--- src/rtl/seg_pattern_reader_if.sv ---
// rtl/seg_pattern_reader_if.sv - segment pattern bus and frame handshake bundle for seg_pattern_reader
interface seg_pattern_reader_if #(
  parameter int NUM_DIGITS = 4,
  parameter int IDX_W      = 2
);
  // Time-multiplexed display side: active-low pattern, hex[0]=a .. hex[6]=g
  logic [0:6]              hex;
  logic [IDX_W-1:0]        idx;

  // Frame consumer side
  logic                    ack;
  logic [4*NUM_DIGITS-1:0] value;
  logic [NUM_DIGITS-1:0]   blank;
  logic                    err;
  logic                    valid;
  logic                    overrun;

  // Master drives the display bus and acknowledges frames
  modport master (
    output hex, idx, ack,
    input  value, blank, err, valid, overrun
  );

  // Slave is the reader: samples the display bus and presents frames
  modport slave (
    input  hex, idx, ack,
    output value, blank, err, valid, overrun
  );
endinterface

--- src/rtl/seg_pattern_reader.sv ---
// rtl/seg_pattern_reader.sv - seven-segment pattern reader assembling BCD frames with valid/ack handoff
module seg_pattern_reader #(
  parameter int NUM_DIGITS    = 4,
  parameter int STABLE_CYCLES = 8,
  parameter int IDX_W         = 2
) (
  input  logic                clk_i,
  input  logic                rst_i,
  seg_pattern_reader_if.slave bus
);

  // Counter saturates at STABLE_CYCLES; the accept fires on the step into it
  localparam logic [7:0] CNT_SAT    = 8'(STABLE_CYCLES);
  localparam logic [7:0] CNT_ACCEPT = 8'(STABLE_CYCLES - 1);

  typedef enum logic {
    S_COLLECT = 1'b0,
    S_HOLD    = 1'b1
  } state_t;

  state_t state_q, state_d;

  // Two-deep sample pipeline: samp_* is the registered bus, prev_* the one before
  logic [0:6]              samp_hex_q, prev_hex_q;
  logic [IDX_W-1:0]        samp_idx_q, prev_idx_q;
  logic [7:0]              cnt_q, cnt_d;
  logic                    same;
  logic                    accept;

  // Decoded digit of the stable sample
  logic [0:6]              seg;
  logic [3:0]              dec_val;
  logic                    dec_blank;
  logic                    dec_ill;

  // Working frame being collected
  logic [NUM_DIGITS-1:0]   sel;
  logic [NUM_DIGITS-1:0]   mask_q, mask_d;
  logic [4*NUM_DIGITS-1:0] work_val_q;
  logic [NUM_DIGITS-1:0]   work_blank_q;
  logic [NUM_DIGITS-1:0]   work_ill_q;
  logic                    mask_full;

  // Presented frame
  logic [4*NUM_DIGITS-1:0] value_q;
  logic [NUM_DIGITS-1:0]   blank_q;
  logic                    err_q;
  logic                    overrun_q;

  // FSM control strobes
  logic                    load_frame;
  logic                    clear_mask;
  logic                    set_ovr;
  logic                    clr_ovr;

  // Stability counter: count identical consecutive samples, restart on any change
  always_comb begin
    same  = (samp_hex_q == prev_hex_q) && (samp_idx_q == prev_idx_q);
    cnt_d = cnt_q;
    if (!same) begin
      cnt_d = 8'd1;
    end else if (cnt_q != CNT_SAT) begin
      cnt_d = cnt_q + 8'd1;
    end
    accept = same && (cnt_q == CNT_ACCEPT);
  end

  // Decode the inverted pattern (abcdefg) to BCD, blank or illegal
  always_comb begin
    seg       = ~prev_hex_q;
    dec_val   = 4'hE;
    dec_blank = 1'b0;
    dec_ill   = 1'b0;
    case (seg)
      7'b1111110: dec_val = 4'd0;
      7'b0110000: dec_val = 4'd1;
      7'b1101101: dec_val = 4'd2;
      7'b1111001: dec_val = 4'd3;
      7'b0110011: dec_val = 4'd4;
      7'b1011011: dec_val = 4'd5;
      7'b1011111: dec_val = 4'd6;
      7'b1110000: dec_val = 4'd7;
      7'b1111111: dec_val = 4'd8;
      7'b1111011: dec_val = 4'd9;
      7'b0000000: begin
        dec_val   = 4'hF;
        dec_blank = 1'b1;
      end
      default: begin
        dec_val = 4'hE;
        dec_ill = 1'b1;
      end
    endcase
  end

  // Slot select for an accepted digit; indices past the frame match no slot
  always_comb begin
    sel = '0;
    for (int i = 0; i < NUM_DIGITS; i++) begin
      if (accept && (prev_idx_q == IDX_W'(i))) begin
        sel[i] = 1'b1;
      end
    end
    mask_full = &mask_q;
    mask_d    = (clear_mask ? '0 : mask_q) | sel;
  end

  // State register
  always_ff @(posedge clk_i) begin
    if (rst_i) begin
      state_q <= S_COLLECT;
    end else begin
      state_q <= state_d;
    end
  end

  // Next state and frame-handoff strobes
  always_comb begin
    state_d    = state_q;
    load_frame = 1'b0;
    clear_mask = 1'b0;
    set_ovr    = 1'b0;
    clr_ovr    = 1'b0;
    case (state_q)
      S_COLLECT: begin
        if (mask_full) begin
          load_frame = 1'b1;
          clear_mask = 1'b1;
          state_d    = S_HOLD;
        end
      end
      S_HOLD: begin
        if (bus.ack) begin
          clr_ovr = 1'b1;
          if (mask_full) begin
            // Pending frame replaces the acknowledged one without a gap
            load_frame = 1'b1;
            clear_mask = 1'b1;
          end else begin
            state_d = S_COLLECT;
          end
        end else if (mask_full) begin
          // Consumer still holds the old frame: drop the new one
          clear_mask = 1'b1;
          set_ovr    = 1'b1;
        end
      end
      default: state_d = S_COLLECT;
    endcase
  end

  // Sampling pipeline, working frame capture and presented frame registers
  always_ff @(posedge clk_i) begin
    if (rst_i) begin
      samp_hex_q   <= '0;
      samp_idx_q   <= '0;
      prev_hex_q   <= '0;
      prev_idx_q   <= '0;
      cnt_q        <= '0;
      mask_q       <= '0;
      work_val_q   <= '0;
      work_blank_q <= '0;
      work_ill_q   <= '0;
      value_q      <= '0;
      blank_q      <= '0;
      err_q        <= 1'b0;
      overrun_q    <= 1'b0;
    end else begin
      samp_hex_q <= bus.hex;
      samp_idx_q <= bus.idx;
      prev_hex_q <= samp_hex_q;
      prev_idx_q <= samp_idx_q;
      cnt_q      <= cnt_d;
      mask_q     <= mask_d;
      for (int i = 0; i < NUM_DIGITS; i++) begin
        if (sel[i]) begin
          work_val_q[4*i +: 4] <= dec_val;
          work_blank_q[i]      <= dec_blank;
          work_ill_q[i]        <= dec_ill;
        end
      end
      if (load_frame) begin
        value_q <= work_val_q;
        blank_q <= work_blank_q;
        err_q   <= |work_ill_q;
      end
      if (set_ovr) begin
        overrun_q <= 1'b1;
      end else if (clr_ovr) begin
        overrun_q <= 1'b0;
      end
    end
  end

  assign bus.value   = value_q;
  assign bus.blank   = blank_q;
  assign bus.err     = err_q;
  assign bus.valid   = (state_q == S_HOLD);
  assign bus.overrun = overrun_q;

endmodule

--- src/flat_wrapper.sv ---
// flat-port wrapper written by rule: the top's interface ports become plain ports
module seg_pattern_reader_flat 
#(
  parameter int NUM_DIGITS    = 4,
  parameter int STABLE_CYCLES = 8,
  parameter int IDX_W         = 2
)
  (clk_i, rst_i, bus_hex, bus_idx, bus_ack, bus_value, bus_blank, bus_err, bus_valid, bus_overrun);
  seg_pattern_reader_if #(.NUM_DIGITS(NUM_DIGITS), .IDX_W(IDX_W)) bus_i ();
  input  logic clk_i;
  input  logic rst_i;
  input wire logic [$bits(bus_i.hex)-1:0] bus_hex;
  input wire logic [$bits(bus_i.idx)-1:0] bus_idx;
  input wire logic [$bits(bus_i.ack)-1:0] bus_ack;
  output wire logic [$bits(bus_i.value)-1:0] bus_value;
  output wire logic [$bits(bus_i.blank)-1:0] bus_blank;
  output wire logic [$bits(bus_i.err)-1:0] bus_err;
  output wire logic [$bits(bus_i.valid)-1:0] bus_valid;
  output wire logic [$bits(bus_i.overrun)-1:0] bus_overrun;
  assign bus_i.hex = bus_hex;
  assign bus_i.idx = bus_idx;
  assign bus_i.ack = bus_ack;
  assign bus_value = bus_i.value;
  assign bus_blank = bus_i.blank;
  assign bus_err = bus_i.err;
  assign bus_valid = bus_i.valid;
  assign bus_overrun = bus_i.overrun;
  seg_pattern_reader #(.NUM_DIGITS(NUM_DIGITS), .STABLE_CYCLES(STABLE_CYCLES), .IDX_W(IDX_W)) u_core (.clk_i(clk_i), .rst_i(rst_i), .bus(bus_i));
endmodule
--- config.mk ---
export PLATFORM = sky130hd
export DESIGN_NAME = seg_pattern_reader_flat
export DESIGN_NICKNAME = d
export VERILOG_FILES = /design/src/rtl/seg_pattern_reader_if.sv /design/src/rtl/seg_pattern_reader.sv /design/src/flat_wrapper.sv
export SDC_FILE = /design/constraint.sdc
export NUM_CORES = 1
export LEC_CHECK = 0
export BUFFER_PORTS_ARGS = -buffer_cell sky130_fd_sc_hd__buf_2
export CORE_MARGIN = 2
export CORE_UTILIZATION = 62
export DETAILED_ROUTE_END_ITERATION = 8
export PLACE_DENSITY = 0.94
export SYNTH_ARGS = -nofsm -noshare
export SYNTH_HDL_FRONTEND = slang
export SYNTH_SLANG_ARGS = --single-unit
--- constraint.sdc ---
create_clock -name clk_i -period 4.75 [get_ports clk_i]
set_input_delay 0.475 -clock clk_i [delete_from_list [all_inputs] [get_ports clk_i]]
set_output_delay 0.475 -clock clk_i [all_outputs]
set_load 0.02 [all_outputs]
==> flow_summary.toml, run 1 <==
[route]
vias = 2458
drcViolationCount = 0
drt_iter0_drc = 133
firstDrtPassIters = 6
wire_per_inst_um = 13.2
ant_nets = 0
drt_wl_total_um = 5890
via_per_inst = 5.52

[clock_network]
postCtsHoldBufs = 0
clk_latency_ns = 0.35
cts.sinks = 77
cts_buffers = 9
cts_resized = 0
htree_levels = 3
clockBufferDepth = 2
cts.reportedPaths.clkPinSlew_ns = 0.08
post_cts.repair.setup_buffers = 0
cts_root_buf = "clkbuf_8"
cts_tree = "built"

[global_route]
grt_pass1_wl_um = 9720
grt.total_usage_pct = 22.3
grt_pass1_vias = 2208
grt_antenna_before_repair = 0
overflow = 0
grt_start_max_net_pins = 74

[run]
max_cap_violations = 0

[synthesis]
synth_area_sq_mm = 0.00320
synth_top_flop_cell = "dfxtp_1"
yosys_warnings = 0
synth_top_area_cell = "dfxtp_1"
synth.top_cells.by_area = "dfxtp_1, a21oi_1, nand2_1"
postSynthCellCount = 342
yosysSeqAreaShare_pct = 48.2
synth_cell_type_count = 45
syn-num-nets = 356
postSynthAreaPerCell_sq_um = 9.34
yosysTopAreaCellShare_pct = 48.2
synth-seq-cells = 77
synth-edff-count = 0
synthArstFlopShare_pct = 0

[timing]
finalClockSkew_ns = 0.0117
worstMarginPinSlew_ns = 1.22
hold_violations = 0
setup-tns-final_ns = 0
relSlewSlack_pct = 18.5
fin_hold_ws_ns = 0.317
worst_slack_ns = 2.58
period_share_pct = 45.7
slew_viol_final = 0
rsz0062_at_grt = "no"
setup_violations = 0
fin_crit_ns = 2.17
max_freq_ghz = 0.461

[floorplan]
placementRows = 26
die_area_sq_mm = 0.00574
coreArea_sq_mm = 0.00504
io_pins = 35
initial_core_util_pct = 63.4
die_w_um = 75.8
die_height_um = 75.8

[final_layout]
multiInputGateArea_sq_mm = 0.00154
final_util_pct = 71.1
nFillCells = 358
regArea_sq_mm = 0.00154
final_area_sq_mm = 0.00359
nNetsFinal = 384
layout-drive-gt1-share_pct = 18.4
final_cells = 445
antenna_cells = 0
area_growth_syn_to_layout_pct = 12.2

[critical_path]
arrival_ns = 2.36
critPathLaunchType = "flip-flop"
path_max_fanout = 9
critPathRequiredTime_ns = 4.94
crit_path_top_delay_cell = "nor4_4"
critPathMaxStageDelay_ns = 0.61
end_kind = "flip-flop"
crit_type = "flip-flop to flip-flop"
crit_chain = "ha_1, and3b_1, nand4b_2, nor4_4, mux2i_1, nor2_1"

[placement]
io_buffers = 34
dpl.cell_count = 429
dp_hpwl_um = 4070
gp_congestion = 0.932
post-place-ws_ns = 2.62
place_area_sq_mm = 0.00336

[run_status]
status = "completed"

[power_and_ir_drop]
leakage_nw = 1.32
ir_worst_vdd_v = 0.000212
power.density_mw_per_mm2 = 358
power_mw = 1.28

[min_path]
holdCritPathClass = "primary input to flip-flop"
==> worst paths after layout <==
check,cells after the start,startpoint,slack (ns),to
setup reg to reg,6,u_core.cnt_q[0],2.58,u_core.work_val_q[4]
setup / recovery,6,u_core.cnt_q[0],2.58,u_core.work_val_q[4]
hold / removal,2,bus_ack,0.32,u_core.bus.overrun
hold reg to reg,2,u_core.bus.value[5],0.45,u_core.bus.value[5]
==> report_power, final <==
group	internal, mW	switching, mW	leakage (nW)
combinational	0.0274	0.0416	0.581
sequential	0.653	0.0117	0.624
clock	0.323	0.227	0.116
==> registers in the layout, indices dropped and copies added, names as in the netlist <==
signal,count
u_core.bus.value,16
u_core.work_val_q,16
u_core.cnt_q,8
u_core.prev_hex_q,7
u_core.samp_hex_q,7
u_core.bus.blank,4
u_core.mask_q,4
u_core.work_blank_q,4
u_core.work_ill_q,4
u_core.prev_idx_q,2
u_core.samp_idx_q,2
u_core.bus.err,1
u_core.bus.overrun,1
u_core.bus.valid,1
==> critical path: cells and delay by family, from the launching register on <==
family	cells	cell delay (ns)
AND/OR/NAND/NOR	4	1.11
flip-flops	1	0.39
adder cells (fa/ha/maj)	1	0.25
multiplexers	1	0.27
==> metal layers <==
| layer | share of wire [%] | track usage, % | up-vias |
|---|---|---|---|
| met5 | 0 | 0 | - |
| met1 | 44 | 27.7 | 1140 |
| met3 | 5.2 | 4.37 | 11 |
| li1 | - | - | 1238 |
| met2 | 49 | 36.8 | 69 |
| met4 | 1.8 | 11.3 | 0 |
==> cells in the final DEF, fill, tap and decap left out, drive strengths merged, types with 7 or more instances in the layout <==
master / netlist / routed
nand3: 16 / 16
a21oi: 42 / 42
xnor2: 12 / 12
nand2: 56 / 56
dfxtp: 77 / 77
nor2b: 19 / 19
clkbuf: 11 / 12
a211oi: 11 / 11
buf: 7 / 35
mux2i: 7 / 7
nor2: 24 / 24
==> cells in the mapped netlist, types with 3 or more instances <==
library cell / n
a211oi_1: 10
a21oi_1: 42
and3_1: 3
buf_6: 4
clkbuf_1: 11
dfxtp_1: 77
inv_1: 5
mux2i_1: 7
nand2_1: 55
nand3_1: 15
nand4_1: 3
nor2_1: 24
nor2b_1: 19
nor3_1: 5
nor4_4: 5
o21ai_0: 5
or3_1: 3
or4_1: 3
xnor2_1: 8
xor2_1: 5
==> cells by family after synthesis <==
logic type	synth area share, %
and+or+nand+nor	27.7
muxes	2.19
buffers and inverters	3.72
DFF	48.2
xor gates and xnor gates	6.30
adders and majority gates	0.783
AOI/OAI and AO/OA	11.1
==> layout make-up <==
cell class | instances | area share, %
clock buffers | 12 | 4.33
clock inverters | 4 | 1.95
inverters | 5 | 0.523
multi-input cells | 242 | 42.8
flip-flops and latches | 77 | 43.0
well taps | 70 | 2.44
repair buffers | 35 | 4.95
Note: power is estimated with default switching activity, not from simulation.
==> run 2: changes to the inputs <==
Settings changed: CORE_UTILIZATION 62 to 52, PLACE_DENSITY 0.94 to 0.85.
Clock period 4.75 ns to 1.9 ns, I/O delays scaled along.
==> flow_summary.toml, run 2 (same netlist as run 1, synthesis figures left out) <==
[route]
firstDrtPassIters = 4
ant_nets = 0
drcViolationCount = 0
via_per_inst = 5.35
wire_per_inst_um = 13.1
vias = 2531
drt_wl_total_um = 6190
drt_iter0_drc = 175

[clock_network]
htree_levels = 3
cts_buffers = 9
cts_root_buf = "clkbuf_8"
cts.sinks = 77
cts.reportedPaths.clkPinSlew_ns = 0.08
cts_tree = "built"
clockBufferDepth = 2
clk_latency_ns = 0.35

[critical_path]
critPathRequiredTime_ns = 2.13
r2r_start = "u_core.cnt_q[1]"
rrSetupSlack_ns = 0.07
r2r_end = "u_core.work_blank_q[2]"
arrival_ns = 2.07
end_kind = "flip-flop"
ff2ff_path_depth = 6
crit_type = "flip-flop to flip-flop"
path_max_fanout = 4
critPathLaunchType = "flip-flop"

[global_route]
grt_start_max_net_pins = 54
grt_antenna_before_repair = 0
overflow = 0
grt_pass1_wl_um = 10300
grt.total_usage_pct = 20.0
grt_pass1_vias = 2356

[power_and_ir_drop]
ir_worst_vdd_v = 0.000509
leakage_nw = 1.42
power_mw = 3.03
power.density_mw_per_mm2 = 805

[final_layout]
nFillCells = 490
layout_common_cells = "dfxtp_1, nand2_1, a21oi_1"
final_util_pct = 63.5
layout-drive-gt1-share_pct = 25.1
area_growth_syn_to_layout_pct = 17.7
layout_commonest_cell = "dfxtp_1"
antenna_cells = 0
nNetsFinal = 407
final_area_sq_mm = 0.00376

[placement]
place_area_sq_mm = 0.00353
post-place-ws_ns = 0.0212
dp_hpwl_um = 4380
io_buffers = 34
gp_congestion = 0.805

[timing]
hold_violations = 0
finalClockSkew_ns = 0.00776
fin_crit_ns = 1.83
setup-tns-final_ns = 0
setup_violations = 0
worst_slack_ns = 0.0680
rsz0062_at_grt = "yes"
relSlewSlack_pct = 57.6
slew_viol_final = 0
worstMarginPinSlew_ns = 0.634
max_freq_ghz = 0.546
period_share_pct = 96.4

[floorplan]
die_height_um = 82.4
placementRows = 28
die_w_um = 82.4
io_pins = 35
coreArea_sq_mm = 0.00592
die_area_sq_mm = 0.00679
initial_core_util_pct = 54.0

[run]
max_cap_violations = 0

[min_path]
holdCritPathClass = "primary input to flip-flop"
whs_endpoint = "u_core.bus.overrun"
min_from = "bus_ack"
hold_depth = 2

[run_status]
status = "completed"
[run 2: cell count changes in the layout (fill, tap and decap cells not counted), moves of 2 or more]
cell        delta
buf_4         +21
clkinv_2       -2
bufinv_16      -2
clkinvlp_4     +3
dfxtp_1        -5
dfxtp_2        +5
[run 2: critical path, cell delays in order (launching register included)]
cell and delay, ns:
dfxtp_1 0.38, ha_1 0.19, and3b_2 0.25, nand4b_1 0.19, or4_1 0.54, nand2_1 0.12, a21oi_1 0.06
[run 2: repair_timing]
item,in CTS,in global routing
endpoints found under the setup margin,3,21
pin swaps,0,1
resized for setup,1,8
endpoints found under the hold margin,0,0
setup buffers,0,3
hold buffers,0,0
[run 2: metrics by stage]
stage	std cells	hold slack, ns
2_1_floorplan	342	0.286
3_3_place_gp	454	0.384
3_5_place_dp	454	0.389
4_1_cts	470	0.00390
5_1_grt	473	0.00550
6_report	473	0.0195
[run 2: cell type report]
type / instances / area (sq um) / share of cell area (%)
inverters: 5 / 18.8 / 0.499
flip-flops and latches: 77 / 1550 / 41.2
repair buffers: 58 / 367 / 9.75
well taps: 75 / 93.8 / 2.50
clock buffers: 12 / 155 / 4.13
clock inverters: 4 / 31.3 / 0.832
multi-input cells: 242 / 1550 / 41.2
[run 2: worst max-delay path by stage]
stage                         start                     end  cells after the start
4_1_cts        u_core.prev_hex_q[0]         u_core.cnt_q[5]                      5
2_1_floorplan       u_core.cnt_q[0]  u_core.work_blank_q[1]                      6
6_report            u_core.cnt_q[1]  u_core.work_blank_q[2]                      6
5_1_grt             u_core.cnt_q[1]    u_core.work_val_q[5]                      7
3_5_place_dp   u_core.prev_hex_q[6]         u_core.cnt_q[6]                      5
3_3_place_gp   u_core.prev_hex_q[6]         u_core.cnt_q[4]                      5
[run 2: power by group]
group	total [mW]	switching (mW)	internal, mW
sequential	1.66	0.0257	1.63
combinational	0.220	0.120	0.100
clock	1.15	0.601	0.550
total	3.03	0.746	2.28
[run 2: metal layers]
metal | up-vias | routed length [um] | global-route usage, %
met3 | 10 | 277 | 6.09
met1 | 1181 | 2690 | 23.2
met5 | - | 0 | 0
li1 | 1284 | - | -
met2 | 56 | 3140 | 33.8
met4 | 0 | 87 | 9.33
